## config.mk

```make
export PLATFORM = sky130hd
export DESIGN_NAME = rt_pixel_scan_flat
export DESIGN_NICKNAME = d
export VERILOG_FILES = /design/src/rtl/rt_pixel_scan_if.sv /design/src/rtl/rt_pixel_scan.sv /design/src/flat_wrapper.sv
export SDC_FILE = /design/constraint.sdc
export NUM_CORES = 1
export LEC_CHECK = 0
export BUFFER_PORTS_ARGS = -buffer_cell sky130_fd_sc_hd__buf_4
export CAP_MARGIN = 20
export CORE_MARGIN = 3
export CORE_UTILIZATION = 60
export DETAILED_ROUTE_END_ITERATION = 6
export GPL_TIMING_DRIVEN = 1
export HOLD_SLACK_MARGIN = 0.08
export MAX_ROUTING_LAYER = met4
export PLACE_DENSITY = 0.8
export REMOVE_ABC_BUFFERS = 1
export SYNTH_ARGS = -nofsm -noshare
export SYNTH_HDL_FRONTEND = slang
export SYNTH_SLANG_ARGS = --single-unit
```

## constraint.sdc

```tcl
create_clock -name clk -period 8.61 [get_ports clk]
set_clock_uncertainty 0.15 [all_clocks]
set_input_delay 0.861 -clock clk [delete_from_list [all_inputs] [get_ports clk]]
set_output_delay 0.861 -clock clk [all_outputs]
set_load 0.02 [all_outputs]
```

## src/rtl/rt_pixel_scan_if.sv

```systemverilog
// rt_pixel_scan_if: frame request, stall/retire and coordinate bundle between CSR/RGU and the scanner
interface rt_pixel_scan_if #(
    parameter int DATA_W = 32,
    parameter int DIM_W  = 12
);
    logic              frame_start;
    logic [DIM_W-1:0]  image_width;
    logic [DIM_W-1:0]  image_height;
    logic              stall;
    logic              ray_valid;
    logic              start;
    logic [DATA_W-1:0] x;
    logic [DATA_W-1:0] y;
    logic              busy;
    logic              frame_done;

    modport master (
        output frame_start, image_width, image_height, stall, ray_valid,
        input  start, x, y, busy, frame_done
    );

    modport slave (
        input  frame_start, image_width, image_height, stall, ray_valid,
        output start, x, y, busy, frame_done
    );
endinterface

```

## src/rtl/rt_pixel_scan.sv

```systemverilog
// rt_pixel_scan: raster-order fixed-point pixel sequencer feeding the RGU, with retire counting for frame completion
module rt_pixel_scan #(
    parameter int DATA_W = 32,
    parameter int FRAC   = 18,
    parameter int DIM_W  = 12
) (
    input logic            clk,
    input logic            resetn,
    rt_pixel_scan_if.slave sc
);
    localparam int CW = 2 * DIM_W;

    typedef enum logic [1:0] {IDLE, SCAN, DRAIN, FIN} state_t;

    state_t            state_q;
    logic [DIM_W-1:0]  w_q, h_q, xcnt_q, ycnt_q;
    logic [CW-1:0]     retired_q, retired_d, total;
    logic [DATA_W-1:0] x_q, y_q;
    logic              start_q, busy_q, frame_done_q;
    logic              last_px, done_now;

    function automatic logic [DATA_W-1:0] fx(input logic [DIM_W-1:0] i);
        return DATA_W'(i) << FRAC;
    endfunction

    // frame size, last-pixel detection and retire bookkeeping
    always_comb begin
        total     = CW'(w_q) * CW'(h_q);
        last_px   = (xcnt_q == w_q - DIM_W'(1)) && (ycnt_q == h_q - DIM_W'(1));
        retired_d = retired_q + CW'(busy_q && sc.ray_valid && !sc.stall);
        done_now  = (state_q == DRAIN || (state_q == SCAN && !sc.stall && last_px)) && retired_d >= total;
    end

    // scan FSM: every output is a register updated here
    always_ff @(posedge clk) begin
        if (!resetn) begin
            state_q      <= IDLE;
            w_q          <= '0;
            h_q          <= '0;
            xcnt_q       <= '0;
            ycnt_q       <= '0;
            retired_q    <= '0;
            x_q          <= '0;
            y_q          <= '0;
            start_q      <= 1'b0;
            busy_q       <= 1'b0;
            frame_done_q <= 1'b0;
        end else begin
            retired_q <= retired_d;
            case (state_q)
                IDLE: begin
                    frame_done_q <= sc.frame_start && (sc.image_width == '0 || sc.image_height == '0);
                    if (sc.frame_start && sc.image_width != '0 && sc.image_height != '0) begin
                        w_q     <= sc.image_width;
                        h_q     <= sc.image_height;
                        x_q     <= '0;
                        y_q     <= '0;
                        start_q <= 1'b1;
                        busy_q  <= 1'b1;
                        state_q <= SCAN;
                    end
                end
                SCAN: begin
                    if (!sc.stall) begin
                        if (last_px) begin
                            start_q <= 1'b0;
                            state_q <= DRAIN;
                        end else if (xcnt_q != w_q - DIM_W'(1)) begin
                            xcnt_q <= xcnt_q + DIM_W'(1);
                            x_q    <= fx(xcnt_q + DIM_W'(1));
                        end else begin
                            xcnt_q <= '0;
                            ycnt_q <= ycnt_q + DIM_W'(1);
                            x_q    <= '0;
                            y_q    <= fx(ycnt_q + DIM_W'(1));
                        end
                    end
                end
                DRAIN: begin
                end
                FIN: begin
                    frame_done_q <= 1'b0;
                    busy_q       <= 1'b0;
                    xcnt_q       <= '0;
                    ycnt_q       <= '0;
                    retired_q    <= '0;
                    x_q          <= '0;
                    y_q          <= '0;
                    state_q      <= IDLE;
                end
            endcase
            if (done_now) begin
                frame_done_q <= 1'b1;
                state_q      <= FIN;
            end
        end
    end

    assign sc.start      = start_q;
    assign sc.x          = x_q;
    assign sc.y          = y_q;
    assign sc.busy       = busy_q;
    assign sc.frame_done = frame_done_q;
endmodule

```

## src/flat_wrapper.sv

```systemverilog
// flat-port wrapper written by rule: the top's interface ports become plain ports
module rt_pixel_scan_flat 
#(
    parameter int DATA_W = 32,
    parameter int FRAC   = 18,
    parameter int DIM_W  = 12
)
  (clk, resetn, sc_frame_start, sc_image_width, sc_image_height, sc_stall, sc_ray_valid, sc_start, sc_x, sc_y, sc_busy, sc_frame_done);
  rt_pixel_scan_if #(.DATA_W(DATA_W), .DIM_W(DIM_W)) sc_i ();
  input logic clk;
  input logic resetn;
  input wire logic [$bits(sc_i.frame_start)-1:0] sc_frame_start;
  input wire logic [$bits(sc_i.image_width)-1:0] sc_image_width;
  input wire logic [$bits(sc_i.image_height)-1:0] sc_image_height;
  input wire logic [$bits(sc_i.stall)-1:0] sc_stall;
  input wire logic [$bits(sc_i.ray_valid)-1:0] sc_ray_valid;
  output wire logic [$bits(sc_i.start)-1:0] sc_start;
  output wire logic [$bits(sc_i.x)-1:0] sc_x;
  output wire logic [$bits(sc_i.y)-1:0] sc_y;
  output wire logic [$bits(sc_i.busy)-1:0] sc_busy;
  output wire logic [$bits(sc_i.frame_done)-1:0] sc_frame_done;
  assign sc_i.frame_start = sc_frame_start;
  assign sc_i.image_width = sc_image_width;
  assign sc_i.image_height = sc_image_height;
  assign sc_i.stall = sc_stall;
  assign sc_i.ray_valid = sc_ray_valid;
  assign sc_start = sc_i.start;
  assign sc_x = sc_i.x;
  assign sc_y = sc_i.y;
  assign sc_busy = sc_i.busy;
  assign sc_frame_done = sc_i.frame_done;
  rt_pixel_scan #(.DATA_W(DATA_W), .FRAC(FRAC), .DIM_W(DIM_W)) u_core (.clk(clk), .resetn(resetn), .sc(sc_i));
endmodule
```

# Yosys cells after proc, flatten, opt, wreduce, memory -nomap -nowiden
# Cells that the tools add are included.
[totals] regBits=141 in_bits=29 out_inout_bits=67 memories=0 romBits=0 latchBits=0 ramBits=0
[op_classes] order_cmp=1 add_sub_neg=5 bitwise_logic=1 n_mul=1 n_reduce_logical=32 shifts=0 div=0 mux=29 n_eq_ne=14
[ops] op="2-to-1 mux 32 bit" count=6
[ops] op="one-hot mux 32 bit (3 select lines)" count=2
[ops] op="2-to-1 mux 12 bit" count=6
[ops] op="one-hot mux 12 bit (2 select lines)" count=2
[ops] op="2-to-1 mux 30 bit" count=1
[ops] op="adder 12 x 1 -> 12 bit (second input constant)" count=2
[ops] op="adder 24 x 1 -> 24 bit" count=1
[ops] op="equality test 12 bit" count=2
[ops] op=">= comparator 24 bit" count=1
[ops] op="zero test 12 bit" count=2
[ops] op="multiplier 12 x 12 -> 24 bit" count=1
[ops] op="nonzero test 12 bit" count=2
[ops] op="subtractor 12 x 1 -> 12 bit (second input constant)" count=2
[ops] op="AND reduction 4 bit" count=4
[ops] op="!= test 12 bit" count=1
[ops] op="logical AND 1 bit" count=9
[ops] op="2-to-1 mux 2 bit" count=4
[ops] op="!= test 2 bit (second input constant)" count=3
[ops] op="!= test 3 x 1 -> 1 bit (second input constant)" count=2
[ops] op="one-hot mux 1 bit (2 select lines)" count=3
[ops] op="one-hot mux 2 bit (3 select lines)" count=1
[ops] op="nonzero test 2 bit" count=3
[ops] op="nonzero test 3 bit" count=2
[ops] op="AND reduction 5 bit" count=1
[ops] op="13 further kinds" count=20

# Depth between registers and ports, before layout
[depth] word_depth=8 mapped_depth=29 depth_no_buf=27

# Worst setup path before layout
# OpenSTA, ideal clock, no wires.
[synth_path] path_kind="reg-to-reg" startpoint="register u_core.h_q[5]" endpoint="register u_core.state_q[0]" path_stages_with_launch=27 path_buffers=2 slack_ps=1999 arrival_time_ps=6387 period_less_slack_ps=6611 required_ps=8386 cell_sequence="dfxtp_1 > clkbuf_1 > clkbuf_1 > nand2_1 > fa_1 > fa_1 > inv_1 > ha_1 > fa_1 > inv_1 > fa_1 > inv_1 > ha_1 > a21o_1 > a21oi_1 > nand3_1 > nand3_1 > a21boi_0 > o21ai_0 > or4b_2 > o311a_1 > ha_1 > nand3_1 > nor4b_1 > o211ai_1 > o2bb2ai_1 > a31oi_1"
[synth_between] elab_chain_cells=8 elab_cells_between_ends=14 cone_classes="1 x add/sub; 1 x mul; 1 x order compare; 4 x eq/ne; 1 x mux; 6 x reduce/logical"
[synth_rtl] item="start: declaration" line_no="rt_pixel_scan.sv:16" text="logic [DIM_W-1:0] w_q, h_q, xcnt_q, ycnt_q;"
[synth_rtl] item="start signal: assignment" line_no="rt_pixel_scan.sv:55" text="h_q <= sc.image_height;"
[synth_rtl] item="branches (longest 8 deep; another with multiplier 12 x 12 -> 24 bit)"
[synth_rtl] item="end signal: assignment" line_no="rt_pixel_scan.sv:37" text="state_q <= IDLE;"
[synth_rtl] item="end signal: assignment" line_no="rt_pixel_scan.sv:60" text="state_q <= SCAN;"
[synth_rtl] item="end signal: assignment" line_no="rt_pixel_scan.sv:67" text="state_q <= DRAIN;"
[synth_rtl] item="end: declaration" line_no="rt_pixel_scan.sv:15" text="state_t state_q;"
# Several ways; the timed one is not identified.
# A chain may end at the register's enable or synchronous reset.

# Worst setup path in the final report
[layout_path] startpoint="register u_core.h_q[5]" endpoint="register u_core.state_q[1]"
# The elaborated chain is that of the path after synthesis.

==> metrics <==
Cell Rows 48; Area Overhead vs Synth 4.91%; CTS-repair resized insts 0; CP max stage delay 0.82 ns; Post-Route WL 24600 um; endpoint type of the worst setup path register; routability cong. about 0.89; register-to-register setup slack between 1 and 1.5 ns; DR WL/cell 16.1 um; Seq/Total Area, Yosys 18.3%; hold_buf cts 0; status finished clean; Required @ worst endpoint about 8.7 ns; post-layout util 65.5%; DR DRC count 0; Antenna diodes 0; post-synthesis mux area share 3.45%; layout cells sized above 1 under 10%; worst hold path depth 2; via-per-instance ratio between 5 and 6; # port buffers 55; CP max-delay cell dfxtp_1; Worst slew margin 28.3%; smallest hold slack 0.312 ns; depth of the most critical reg-to-reg path 24; remaining antenna violation count after routing 0; setup TNS 0 ns; Root Driver clkbuf_16; Die W 142 um; postcts setup bufs 0; 1st-pass router iterations 5; Post-Place Cells around 1.5k; CP startpoint kind register; vias in the first global route 8462; DRT iter0 DRCs 668; CTS clk-pin slew, worst paths 0.08 ns; hold crit path type register to register; fmax 0.137 GHz; crit path max fanout 21; dpl hpwl approximately 19000 um; commonest non-fill, non-tap cell in the layout inv_1; Inserted Clock Buffers 9; Hold Startpoint u_core.sc.y[20]; max cap viols 0; syn avg cell area 8.43 um^2; period utilization 85.0%; Syn. warnings 0; CTS tree built; commonest non-fill, non-tap cells in the layout inv_1, nand2_1, dfxtp_1; crit path cell chain nand2_1, fa_1, fa_1, inv_1, ha_1, fa_1, inv_1, fa_1, inv_1, ha_1, a21o_1, a21oi_1, nand3_1, nand3_1, a21boi_0, o21ai_0, or4b_2, o311a_1, ha_1, nand3_1, nor4b_1, o211ai_1, o2bb2ai_1, a31oi_1; Power Density 119 nW/um^2; Worst EP arrival 7.46 ns; chip height 142 um; Buf/Inv on CP 3; cell count along the critical path 24; clock sink count 101; RSZ-0062 raised after global routing false; Async S/R FF share, synth 0%; depth of the CTS H-tree 3; Starting Density 62.5%; final instance count without filler cells approximately 1.5k; Leak roughly 5.6 nW; VDD IR max 108 uV; initial antenna violation count 0; complex-gate fraction of the synthesized area 10.4%; Critical R2R Launch u_core.h_q[5]; first-pass GRT wire length 40600 um; Tmin final 7.32 ns; Synth Area in Adders 29.0%; CP delay by family, top adder cells; Die ar. about 20000 um^2; FF-to-FF End u_core.state_q[1]; EDFF count, synth 0; Final #Nets 1529; xor and xnor area share after synthesis 6.75%; post-synthesis instance total 1309; critical path type register to register; #FFs+latches synth 101; top_reg_cell synth dfxtp_1; largest net degree at the start of global routing 56; # setup viols final 0; Hold Path End u_core.sc.y[20]; actual slew at the worst max-slew pin 1.07 ns; Final Max Tran Viols 0; main combinational cell family by area after synthesis adder cells; total congestion overflow 0; clock buffer depth 2; overall global routing resource usage between 20% and 30%; Hold Violations, Final 0; most frequent cell on the critical path fa_1; vias 8947; Cell variety after synth 70; # IOs 96; Synth Area in Simple Gates 21.1%; Core Box Area ~18000 um^2; Clk Latency, worst-skew pair 0.36 ns; Mapped Area 11000 um^2
## Yosys cell counts (4+ instances only)
library cell	count	area share, %
a2111oi_0	6	0.48
a211oi_1	6	0.41
a21o_1	14	0.95
a21oi_1	42	1.9
a31o_1	4	0.32
a31oi_1	14	0.79
a41oi_1	10	0.79
and2_1	62	3.5
and3_1	24	1.4
buf_4	40	2.7
buf_6	4	0.41
clkbuf_1	66	2.2
dfxtp_1	101	18
fa_1	100	18
ha_1	96	11
inv_1	157	5.3
mux2i_1	38	3.4
nand2_1	133	4.5
nand2b_1	9	0.51
nand3_1	36	1.6
nand4_1	13	0.74
nor2_1	69	2.3
nor2b_1	24	1.4
nor3_1	18	0.82
nor3b_1	4	0.27
nor4_1	16	0.91
nor4b_1	4	0.32
o211ai_1	4	0.27
o21a_1	4	0.27
o21ai_0	26	1.2
o22ai_1	5	0.28
or3_1	8	0.45
or4b_1	7	0.64
xnor2_1	47	3.7
xor2_1	38	3.0
## layout make-up
class                      count  area [um^2]
tap                          225          282
clock buffer                  10          229
timing repair buffer          58          435
clock inverter                 6         56.3
multi-input combinational    976         7950
sequential                   101         2020
inverter                     158          593
fill                        1486         6090
## power breakdown
group          leakage [nW]  internal (mW)  switching (mW)
sequential            0.819          0.482          0.0596
combinational          4.64          0.174           0.256
clock                 0.137          0.203           0.203
## worst max-delay path by stage
stage,start,endpoint,slack [ns]
floorplan,u_core.h_q[5],u_core.state_q[0],2.24
global placement,u_core.h_q[5],u_core.state_q[0],1.67
detailed placement,u_core.h_q[5],u_core.sc.frame_done,1.41
CTS,u_core.h_q[5],u_core.sc.frame_done,1.35
global route,u_core.h_q[5],u_core.sc.frame_done,0.94
finish,u_core.h_q[5],u_core.state_q[1],1.29
## sequential cells by signal (all words and copies together) (netlist names)
signal                count
u_core.sc.y              12
u_core.retired_q         24
u_core.state_q            2
u_core.ycnt_q            12
u_core.h_q               12
u_core.sc.start           1
u_core.sc.x              12
u_core.xcnt_q            12
u_core.sc.busy            1
u_core.sc.frame_done      1
u_core.w_q               12
## cell families (layout without fill, tap and decap cells)
logic type,after synthesis,in the layout
XOR/XNOR,85,85
AO/OA/AOI/OAI,171,171
flip-flops,101,101
adder cells (fa/ha/maj),196,196
multiplexers,38,38
buffers and inverters,271,232
other,1,40
AND/OR/NAND/NOR,446,446
## metal layers
metal | up-vias | GRT usage, % | routed length, um
met1 | 4286 | 34.5 | 10600
met2 | 359 | 39.7 | 11700
li1 | 4263 | - | -
met3 | 39 | 3.17 | 1760
met5 | - | - | 0
met4 | 0 | 7.88 | 488
## worst reg2reg max path, stage by stage (launching register included)
cell and delay, ns:
dfxtp_1 0.82, nand2_1 0.21, fa_1 0.56, fa_1 0.52, inv_1 0.05, ha_1 0.32
fa_1 0.54, inv_1 0.05, fa_1 0.53, inv_1 0.04, ha_1 0.33, a21o_1 0.17
a21oi_1 0.18, nand3_1 0.13, nand3_1 0.14, a21boi_0 0.11, o21ai_0 0.29, or4b_2 0.61
o311a_1 0.15, ha_1 0.30, nand3_1 0.10, nor4b_1 0.39, o211ai_1 0.15, o2bb2ai_1 0.23
a31oi_1 0.17
## stage by stage
stage	cell area, um^2	power (mW)	setup WS [ns]
finish	11600	1.38	1.29
global route	11600	1.46	0.935
CTS	11600	1.38	1.35
detailed placement	11300	0.975	1.41
global placement	11300	0.964	1.67
floorplan	10600	0.859	2.24
Note: power is estimated with default switching activity, not from simulation.
